--- src/rtl/params_pkg.sv ---
// Shared core parameters and types for the 64-bit RISC-V pipeline.
// Fetch-stage additions: queue depth, reset PC and the queued entry layout.
package params_pkg;

  localparam int INST_WIDTH                = 32;
  localparam int RISC_V_DATA_WIDTH         = 64;
  localparam int INST_MEMORY_ADDRESS_WIDTH = 8;
  localparam int FETCH_QUEUE_DEPTH         = 2;

  localparam logic [RISC_V_DATA_WIDTH-1:0] RESET_PC = 64'h0;
  localparam logic [INST_WIDTH-1:0]        NOP      = 32'h00000013;

  typedef struct packed {
    logic [RISC_V_DATA_WIDTH-1:0] pc;
    logic [INST_WIDTH-1:0]        inst;
  } fetch_entry_t;

endpackage

--- src/rtl/fetch_queue.sv ---
// Two-entry FIFO of fetched instructions with push, pop and flush.
// Slot 0 is always the head, so the head output needs no read pointer.
module fetch_queue
  import params_pkg::fetch_entry_t;
(
  input  logic         clk,
  input  logic         rst_n,
  input  logic         push,
  input  fetch_entry_t push_data,
  input  logic         pop,
  input  logic         flush,
  output logic [1:0]   count,
  output fetch_entry_t head,
  output logic         head_valid
);

  fetch_entry_t slot0;
  fetch_entry_t slot1;
  logic         do_pop;

  assign do_pop     = pop && (count != 2'd0);
  assign head       = slot0;
  assign head_valid = (count != 2'd0);

  // A pop shifts slot 1 forward; a simultaneous push lands in the slot that frees up.
  always_ff @(posedge clk or negedge rst_n) begin
    if (!rst_n) begin
      slot0 <= '0;
      slot1 <= '0;
      count <= 2'd0;
    end else if (flush) begin
      count <= 2'd0;
    end else begin
      unique case ({push, do_pop})
        2'b11: begin
          if (count == 2'd1) begin
            slot0 <= push_data;
          end else begin
            slot0 <= slot1;
            slot1 <= push_data;
          end
        end
        2'b10: begin
          if (count == 2'd0) slot0 <= push_data;
          else               slot1 <= push_data;
          count <= count + 2'd1;
        end
        2'b01: begin
          slot0 <= slot1;
          count <= count - 2'd1;
        end
        default: ;
      endcase
    end
  end

endmodule

--- src/rtl/inst_fetch_stage.sv ---
// Instruction fetch: owns the PC, issues word reads to the synchronous
// instruction memory and queues responses for decode; redirects flush and restart.
module inst_fetch_stage
  import params_pkg::fetch_entry_t;
  import params_pkg::NOP;
#(
  parameter int                           INST_WIDTH                = 32,
  parameter int                           RISC_V_DATA_WIDTH         = 64,
  parameter int                           INST_MEMORY_ADDRESS_WIDTH = 8,
  parameter int                           FETCH_QUEUE_DEPTH         = 2,
  parameter logic [RISC_V_DATA_WIDTH-1:0] RESET_PC                  = params_pkg::RESET_PC
) (
  input  logic                                 clk,
  input  logic                                 rst_n,
  output logic                                 imem_en,
  output logic [INST_MEMORY_ADDRESS_WIDTH-1:0] imem_addr,
  input  logic [INST_WIDTH-1:0]                imem_rdata,
  input  logic                                 redirect_valid,
  input  logic [RISC_V_DATA_WIDTH-1:0]         redirect_pc,
  output logic                                 if_valid,
  output logic [INST_WIDTH-1:0]                if_inst,
  output logic [RISC_V_DATA_WIDTH-1:0]         if_pc,
  input  logic                                 id_ready
);

  localparam logic [1:0] DEPTH = 2'(FETCH_QUEUE_DEPTH);

  logic [RISC_V_DATA_WIDTH-1:0] pc;
  logic [RISC_V_DATA_WIDTH-1:0] inflight_pc;
  logic                         inflight;
  logic [1:0]                   occupancy;
  logic [1:0]                   occ_after_pop;
  fetch_entry_t                 head;
  fetch_entry_t                 push_data;
  logic                         head_valid;
  logic                         pop;
  logic                         push;
  logic                         issue;
  logic                         redirect_pc_unused;

  assign redirect_pc_unused = ^redirect_pc[1:0];

  // A redirect discards this cycle's handshake and kills the returning response.
  assign pop  = head_valid && id_ready && !redirect_valid;
  assign push = inflight && !redirect_valid;

  // Count the slot being freed this cycle so a draining queue keeps issuing back-to-back.
  assign occ_after_pop = occupancy - {1'b0, pop};
  assign issue = rst_n && !redirect_valid &&
                 ((occ_after_pop + {1'b0, inflight}) < DEPTH);

  assign push_data.pc   = inflight_pc;
  assign push_data.inst = imem_rdata;

  always_ff @(posedge clk or negedge rst_n) begin
    if (!rst_n) begin
      pc          <= RESET_PC;
      inflight_pc <= '0;
      inflight    <= 1'b0;
    end else begin
      inflight <= issue;
      if (redirect_valid) begin
        pc <= {redirect_pc[RISC_V_DATA_WIDTH-1:2], 2'b00};
      end else if (issue) begin
        pc          <= pc + 64'd4;
        inflight_pc <= pc;
      end
    end
  end

  fetch_queue u_fetch_queue (
    .clk        (clk),
    .rst_n      (rst_n),
    .push       (push),
    .push_data  (push_data),
    .pop        (pop),
    .flush      (redirect_valid),
    .count      (occupancy),
    .head       (head),
    .head_valid (head_valid)
  );

  assign imem_en   = issue;
  assign imem_addr = pc[INST_MEMORY_ADDRESS_WIDTH-1:0];
  assign if_valid  = head_valid;
  assign if_inst   = head_valid ? head.inst : NOP;
  assign if_pc     = head_valid ? head.pc   : '0;

endmodule

--- config.mk ---
export PLATFORM = sky130hd
export DESIGN_NAME = inst_fetch_stage
export DESIGN_NICKNAME = d
export VERILOG_FILES = /design/src/rtl/params_pkg.sv /design/src/rtl/fetch_queue.sv /design/src/rtl/inst_fetch_stage.sv
export SDC_FILE = /design/constraint.sdc
export NUM_CORES = 1
export LEC_CHECK = 0
export BUFFER_PORTS_ARGS = -buffer_cell sky130_fd_sc_hd__buf_4
export CAP_MARGIN = 25
export CORE_MARGIN = 2
export CORE_UTILIZATION = 40
export CTS_CLUSTER_DIAMETER = 200
export DETAILED_ROUTE_END_ITERATION = 6
export SYNTH_ARGS = -nofsm -noshare
export SYNTH_HDL_FRONTEND = slang
export SYNTH_SLANG_ARGS = --single-unit
--- constraint.sdc ---
create_clock -name clk -period 6.27 [get_ports clk]
set_clock_uncertainty 0.15 [all_clocks]
set_input_delay 1.5675 -clock clk [delete_from_list [all_inputs] [get_ports clk]]
set_output_delay 1.5675 -clock clk [all_outputs]
set_load 0.03 [all_outputs]
### Yosys cells after proc, flatten, opt, wreduce, memory -nomap -nowiden

Cells that the tools add are included.

| storage, ports and cells | value |
|---|---|
| output and inout port bits | 106 |
| input bits | 100 |
| flip-flop bits (word level) | 323 |
| word-level logic and storage cells | 50 |

| operators by class | value |
|---|---|
| equality and inequality tests | 7 |
| magnitude comparators | 1 |
| bitwise logic cells | 1 |
| muxes and demuxes | 12 |
| reductions and logical operators | 16 |
| add/sub/neg operators | 5 |

Operators by type and width:

| operator | count |
|---|---|
| $mux W96 | 4 |
| $pmux W96 S3 | 1 |
| $mux W64 | 3 |
| $pmux W96 S2 | 1 |
| $add A64 B3 Y64 const B | 1 |
| $mux W32 | 1 |
| $logic_and A1 B1 Y1 | 6 |
| $reduce_bool A2 Y1 | 3 |
| $reduce_bool A3 Y1 | 2 |
| $eq A2 B1 Y1 const B | 2 |
| $eq A2 B2 Y1 const B | 2 |
| $ne A2 B2 Y1 const B | 2 |
| $pmux W2 S2 | 1 |
| $reduce_and A4 Y1 | 1 |
| $reduce_and A3 Y1 | 1 |
| $add A2 B1 Y2 | 1 |
| $add A2 B1 Y2 const B | 1 |
| $logic_not A2 Y1 | 1 |
| $lt A2 B2 Y1 const B | 1 |
| $mux W2 | 1 |
| $ne A2 B1 Y1 const B | 1 |
| $reduce_and A2 Y1 | 1 |
| $sub A2 B1 Y2 | 1 |
| $sub A2 B1 Y2 const B | 1 |
| other kinds (2) | 2 |

### Depth between registers and ports, before layout

| logic depth | value |
|---|---|
| depth in word-level cells | 9 |
| gate-level depth with buffers | 16 |
| mapped depth without buffers | 10 |

### Hierarchy

Synthesis repeated with hierarchy kept, for this count alone.

| unflattened totals | value |
|---|---|
| cells, all modules | 1491 |
| area total of the unflattened synthesis | 16739.8 um^2 |

By module, submodules not included:

| module | times used | cells an instance | seq. area each (um^2) | area each (um^2) |
|---|---|---|---|---|
| fetch_queue | 1 | 774 | 4854.7 | 9857.0 |
| inst_fetch_stage | 1 | 717 | 3128.0 | 6882.9 |

### Worst setup path before layout

OpenSTA, ideal clock, no wires.

| timing path | value |
|---|---|
| kind | input to output |
| start point | input port redirect_valid |
| end point | output port imem_en |
| buffers on the path | 2 |
| setup slack | 0.901 ns |
| required time | 4.552 ns |
| stages | 8 |
| arrival time | 3.651 ns |
| cell sequence | clkinv_1 > clkbuf_1 > and3_1 > ha_1 > xor2_1 > xor2_1 > nor3_1 > clkbuf_1 |

| on the way | value |
|---|---|
| cells in the longest elaborated chain, start to end | 6 |
| elaborated cells on any way between the ends | 7 |
| those cells by class | add/sub (2); order compare (1); reduce/logical (4) |

RTL lines:

| element | line | source |
|---|---|---|
| start: declaration | inst_fetch_stage.sv:18 | `input logic redirect_valid,` |
| $logic_not A1 Y1 * | inst_fetch_stage.sv:44, inst_fetch_stage.sv:49 |  |
| $logic_and A1 B1 Y1 | inst_fetch_stage.sv:44 | `assign pop = head_valid && id_ready && !redirect_valid;` |
| $sub A2 B1 Y2 | inst_fetch_stage.sv:48 | `assign occ_after_pop = occupancy - {1'b0, pop};` |
| $add A2 B1 Y2 | inst_fetch_stage.sv:50 | `((occ_after_pop + {1'b0, inflight}) < DEPTH);` |
| $lt A2 B2 Y1 | inst_fetch_stage.sv:50 |  |
| $logic_and A1 B1 Y1 * | inst_fetch_stage.sv:49 | `assign issue = rst_n && !redirect_valid &&` |
| end: declaration | inst_fetch_stage.sv:15 | `output logic imem_en,` |

Every way passes the cells marked *; elsewhere a longest branch is shown, timed or not.

### Worst setup path in the final report

| timing path | value |
|---|---|
| start point | input port id_ready |
| end point | output port imem_en |

| on the way | value |
|---|---|
| cells in the longest elaborated chain, start to end | 6 |

RTL lines:

| element | line | source |
|---|---|---|
| start: declaration | inst_fetch_stage.sv:23 | `input logic id_ready` |
| $logic_and A1 B1 Y1 (2 in a row) | inst_fetch_stage.sv:44 |  |
| $sub A2 B1 Y2 | inst_fetch_stage.sv:48 |  |
| $add A2 B1 Y2 | inst_fetch_stage.sv:50 |  |
| $lt A2 B2 Y1 | inst_fetch_stage.sv:50 |  |
| $logic_and A1 B1 Y1 | inst_fetch_stage.sv:49 |  |

No other way between the ends.

==> report_table.html <==
<table>
<tr><th>Metric</th><th>Value</th></tr>
<tr><th colspan="2">Worst setup path</th></tr>
<tr><td>Largest fanout on the critical path</td><td>10</td></tr>
<tr><td>Type of element launching the critical path</td><td>input pin</td></tr>
<tr><td>Data arrival, critical path</td><td>3680 ps</td></tr>
<tr><td>Crit path kind</td><td>input pin to output pin</td></tr>
<tr><td>Required time of the critical path</td><td>approximately 4600 ps</td></tr>
<tr><td>Endpoint type of the worst setup path</td><td>output pin</td></tr>
<tr><td>Worst R2R Setup Slack</td><td>between 1500 and 2000 ps</td></tr>
<tr><th colspan="2">Finish</th></tr>
<tr><td>Commonest cells after routing, fill and taps aside</td><td>sky130_fd_sc_hd__dfrtp_1, sky130_fd_sc_hd__buf_4, sky130_fd_sc_hd__mux2_2</td></tr>
<tr><td>Area growth from synthesis to final layout</td><td>19.4%</td></tr>
<tr><td>Antenna fix cells</td><td>0</td></tr>
<tr><td>Fraction of final layout cells sized beyond drive strength 1</td><td>between 20% and 30%</td></tr>
<tr><td>Most common library cell in the layout ignoring fill and taps</td><td>sky130_fd_sc_hd__dfrtp_1</td></tr>
<tr><td>NumNets Final</td><td>around 1700</td></tr>
<tr><th colspan="2">Synth</th></tr>
<tr><td>Synth unique cells</td><td>between 50 and 60</td></tr>
<tr><td>Area of the mapped netlist</td><td>0.0164 mm^2</td></tr>
<tr><td>Count of warnings emitted by yosys</td><td>0</td></tr>
<tr><td>Leading register cell type out of synthesis</td><td>sky130_fd_sc_hd__dfrtp_1</td></tr>
<tr><td>Sequential area share after synthesis</td><td>between 40% and 50%</td></tr>
<tr><td>Async set-or-reset flop fraction in the synthesized netlist</td><td>100%</td></tr>
<tr><td>Number of flops mapped to enable cells by yosys</td><td>0</td></tr>
<tr><td>Number of synthesized register bits</td><td>roughly 320</td></tr>
<tr><td>Post-synthesis cell count</td><td>roughly 1500</td></tr>
<tr><td>Mapped Avg Cell Area</td><td>about 11 um^2</td></tr>
<tr><th colspan="2">Floorplan</th></tr>
<tr><td>Area of the core region</td><td>0.0406 mm^2</td></tr>
<tr><td>Initial Utilization</td><td>approximately two fifths</td></tr>
<tr><td>Width of the die</td><td>approximately 210 um</td></tr>
<tr><td>Die span in y</td><td>207 um</td></tr>
<tr><td>I/O pin cnt</td><td>approximately 210</td></tr>
<tr><td>Overall die area</td><td>0.0427 mm^2</td></tr>
<tr><td>Site row count</td><td>74</td></tr>
<tr><th colspan="2">Clock tree</th></tr>
<tr><td>Clk slew on worst S/H paths</td><td>60 ps</td></tr>
<tr><td>Number of buffers inserted during clock tree synthesis</td><td>37</td></tr>
<tr><td>Buffer cell driving the clock tree root</td><td>sky130_fd_sc_hd__clkbuf_16</td></tr>
<tr><td>Hold-fix buffer count after cts</td><td>0</td></tr>
<tr><td>Clock H-tree levels</td><td>2</td></tr>
<tr><td>Resized Gates After CTS</td><td>0</td></tr>
<tr><td>Setup repair bufs after CTS</td><td>0</td></tr>
<tr><td>Clock Tree Buf Depth</td><td>3</td></tr>
<tr><td>Clock sink count</td><td>roughly 320</td></tr>
<tr><td>Worst-Skew Late Latency</td><td>between 500 and 600 ps</td></tr>
<tr><td>TritonCTS clock tree</td><td>built</td></tr>
<tr><th colspan="2">Routing</th></tr>
<tr><td># DRC</td><td>0</td></tr>
<tr><td>Routed wire length per instance</td><td>slightly above 20 um</td></tr>
<tr><td>Vias per inst</td><td>5.89</td></tr>
<tr><td>Starting DRT DRC Count</td><td>slightly below 800</td></tr>
<tr><td>Final Routed Wirelength</td><td>44400 um</td></tr>
<tr><td>Number of vias after detailed routing</td><td>roughly 13000</td></tr>
<tr><td>Total met2 wirelength after detailed routing</td><td>approximately 21000 um</td></tr>
<tr><td>Top Metal Used</td><td>met4</td></tr>
<tr><td>M1 WL</td><td>20200 um</td></tr>
<tr><td>Routed length on met3</td><td>2300 um</td></tr>
<tr><td>Initial DRT Pass Iterations</td><td>5</td></tr>
<tr><td>Post-detailed-route count of antenna-violating nets</td><td>0</td></tr>
<tr><th colspan="2">Pwr</th></tr>
<tr><td>Internal power of the cells</td><td>roughly 5.1 mW</td></tr>
<tr><td>Pwr Density</td><td>~380 mW/mm^2</td></tr>
<tr><td>Max rail drop VDD</td><td>between 0.15 and 0.2 mV</td></tr>
<tr><td>Total Power</td><td>about 7.4 mW</td></tr>
<tr><td>Clock group share of total power</td><td>a little under a third</td></tr>
<tr><td>Switching Power</td><td>~2.3 mW</td></tr>
<tr><td>Proportion of power drawn by combinational gates</td><td>24.9%</td></tr>
<tr><td>Proportion of total power due to net switching</td><td>between 30% and 40%</td></tr>
<tr><td>Power share of the sequential group</td><td>~44%</td></tr>
<tr><td>Static leakage</td><td>8.48 nW</td></tr>
<tr><th colspan="2">Timing</th></tr>
<tr><td>Final setup fails</td><td>0</td></tr>
<tr><td>Final slew viol count</td><td>0</td></tr>
<tr><td>Number of failing hold endpoints at the final stage</td><td>0</td></tr>
<tr><td>Portion of the clock cycle consumed by the worst path in the final layout</td><td>~86%</td></tr>
<tr><td>Post-layout min period</td><td>approximately 5400 ps</td></tr>
<tr><td>RSZ-0062 raised after global routing</td><td>false</td></tr>
<tr><td>Timing-limited maximum frequency</td><td>185 MHz</td></tr>
<tr><td>Sum Neg Setup Slack</td><td>0 ps</td></tr>
<tr><td>Transition at the pin with the smallest max-transition slack</td><td>1020 ps</td></tr>
<tr><td>Worst slew margin relative to its limit</td><td>a little under a third</td></tr>
<tr><th colspan="2">Global routing</th></tr>
<tr><td>Largest net degree at the start of global routing</td><td>~140</td></tr>
<tr><td>Wire length of the first global-routing pass</td><td>roughly 70000 um</td></tr>
<tr><td>Antenna violations before repair</td><td>0</td></tr>
<tr><td>Via count of the first global-routing pass</td><td>12500</td></tr>
<tr><td>Total GRT Usage</td><td>between 20 and 25%</td></tr>
<tr><td>Residual overflow from global routing</td><td>0</td></tr>
<tr><th colspan="2">Placement</th></tr>
<tr><td>Global placer's final weighted congestion</td><td>roughly 0.8</td></tr>
<tr><td>Detailed-placement wirelength estimate</td><td>roughly 28000 um</td></tr>
<tr><td>Count of input and output buffers</td><td>~200</td></tr>
<tr><th colspan="2">Flow run</th></tr>
<tr><td>Max Cap Viol</td><td>0</td></tr>
<tr><th colspan="2">Hold path</th></tr>
<tr><td>HP Class</td><td>flop to flop</td></tr>
<tr><th colspan="2">Status</th></tr>
<tr><td>Result of the run</td><td>completed</td></tr>
</table>
## critical path, stage by stage
cell and delay [ps]:
sky130_fd_sc_hd__buf_4 130, sky130_fd_sc_hd__and3_1 180, sky130_fd_sc_hd__ha_1 270, sky130_fd_sc_hd__nor2b_1 360
sky130_fd_sc_hd__xor2_1 750, sky130_fd_sc_hd__nor3_2 190, sky130_fd_sc_hd__buf_4 230
## per-stage QoR
stage | setup WS (ps) | instances | cell area [um^2] | utilization (%) | hold WS (ps)
finish | 875 | 2165 | 19600 | 48.3 | 315
global route | 763 | 2165 | 19600 | 48.3 | 332
CTS | 900 | 2165 | 19600 | 48.3 | 321
detailed placement | 914 | 2099 | 18300 | 45.1 | 308
global placement | 944 | 2099 | 18300 | 45.1 | 300
floorplan | 901 | 1485 | 16400 | - | 291
## power by group through the flow
stage / Clock (mW) / Sequential (mW) / Combinational [mW]
finish: 2.29 / 3.28 / 1.84
global route: 2.43 / 3.38 / 2.02
CTS: 2.35 / 3.27 / 1.87
detailed placement: 0 / 3.31 / 1.86
global placement: 0 / 3.26 / 1.81
floorplan: 0 / 3.14 / 1.41
## Yosys cell counts, types with 2 or more instances
| library cell | number | area share [%] |
|---|---|---|
| sky130_fd_sc_hd__o41ai_1 | 5 | 0.27 |
| sky130_fd_sc_hd__xor2_1 | 10 | 0.53 |
| sky130_fd_sc_hd__nor3_1 | 12 | 0.37 |
| sky130_fd_sc_hd__mux2i_1 | 96 | 5.8 |
| sky130_fd_sc_hd__a2111o_1 | 2 | 0.14 |
| sky130_fd_sc_hd__nor2_1 | 45 | 1.0 |
| sky130_fd_sc_hd__nand2_1 | 51 | 1.2 |
| sky130_fd_sc_hd__clkbuf_1 | 121 | 2.8 |
| sky130_fd_sc_hd__buf_1 | 4 | 0.091 |
| sky130_fd_sc_hd__dfrtp_1 | 316 | 48 |
| sky130_fd_sc_hd__a211oi_1 | 95 | 4.3 |
| sky130_fd_sc_hd__xnor2_1 | 17 | 0.91 |
| sky130_fd_sc_hd__nor2b_1 | 93 | 3.5 |
| sky130_fd_sc_hd__inv_1 | 17 | 0.39 |
| sky130_fd_sc_hd__buf_2 | 5 | 0.15 |
| sky130_fd_sc_hd__a2111oi_0 | 9 | 0.48 |
| sky130_fd_sc_hd__or3_1 | 15 | 0.57 |
| sky130_fd_sc_hd__o31ai_1 | 18 | 0.82 |
| sky130_fd_sc_hd__o21ai_0 | 34 | 1.0 |
| sky130_fd_sc_hd__or4b_1 | 4 | 0.24 |
| sky130_fd_sc_hd__or2_2 | 3 | 0.11 |
| sky130_fd_sc_hd__nand2b_1 | 3 | 0.11 |
| sky130_fd_sc_hd__nand4_1 | 18 | 0.69 |
| sky130_fd_sc_hd__buf_4 | 9 | 0.41 |
| sky130_fd_sc_hd__o31a_1 | 4 | 0.21 |
| sky130_fd_sc_hd__a31oi_1 | 33 | 1.3 |
| sky130_fd_sc_hd__a221oi_1 | 93 | 5.0 |
| sky130_fd_sc_hd__nand3_1 | 27 | 0.82 |
| sky130_fd_sc_hd__mux2_2 | 157 | 11 |
| sky130_fd_sc_hd__or4_1 | 23 | 1.1 |
| sky130_fd_sc_hd__a21boi_0 | 3 | 0.14 |
| sky130_fd_sc_hd__nor4_1 | 10 | 0.38 |
| sky130_fd_sc_hd__and4_1 | 3 | 0.16 |
| sky130_fd_sc_hd__and3_1 | 11 | 0.42 |
| sky130_fd_sc_hd__ha_1 | 8 | 0.61 |
| sky130_fd_sc_hd__a21o_1 | 93 | 4.2 |
## metal layers
metal | global-route usage (%) | up-vias
li1 | - | 5869
met1 | 28.5 | 6513
met2 | 33.4 | 306
met3 | 3.33 | 56
met4 | 6.71 | 0
met5 | 0 | -
## registers in the layout, indices dropped and copies added (netlist names)
name / flops
u_fetch_queue.head: 95
u_fetch_queue.slot1: 94
inflight_pc: 62
pc: 62
u_fetch_queue.count: 2
inflight: 1
## kinds of logic after synthesis
| family | after synthesis | synth area share [%] |
|---|---|---|
| fa+ha+maj | 8 | 0.609 |
| simple gates | 324 | 11.0 |
| compound gates | 397 | 18.3 |
| xor+xnor | 27 | 1.44 |
| buf+inv | 158 | 3.90 |
| other cells | 1 | 0.0228 |
| flops | 316 | 48.1 |
| mux | 253 | 16.6 |
## final cells by class
class / count / area [um^2]
Fill cell: 3747 / 21000
Multi-Input combinational cell: 1011 / 7960
Sequential cell: 316 / 7910
Timing Repair Buffer: 222 / 1720
Clock buffer: 49 / 1060
Tap cell: 532 / 666
Clock inverter: 17 / 220
Inverter: 18 / 67.6
## worst paths after layout
kind | cells after the start | startpoint | end
min | 1 | u_fetch_queue.head[16] | u_fetch_queue.head[16]
max reg2reg | 10 | u_fetch_queue.count[0] | pc[59]
max in group asynchronous | 4 | rst_n | u_fetch_queue.head[62]
min reg2reg | 1 | u_fetch_queue.head[16] | u_fetch_queue.head[16]
min in group asynchronous | 1 | rst_n | u_fetch_queue.head[42]
max | 7 | id_ready | imem_en
Power figures use the tool's default switching activity.
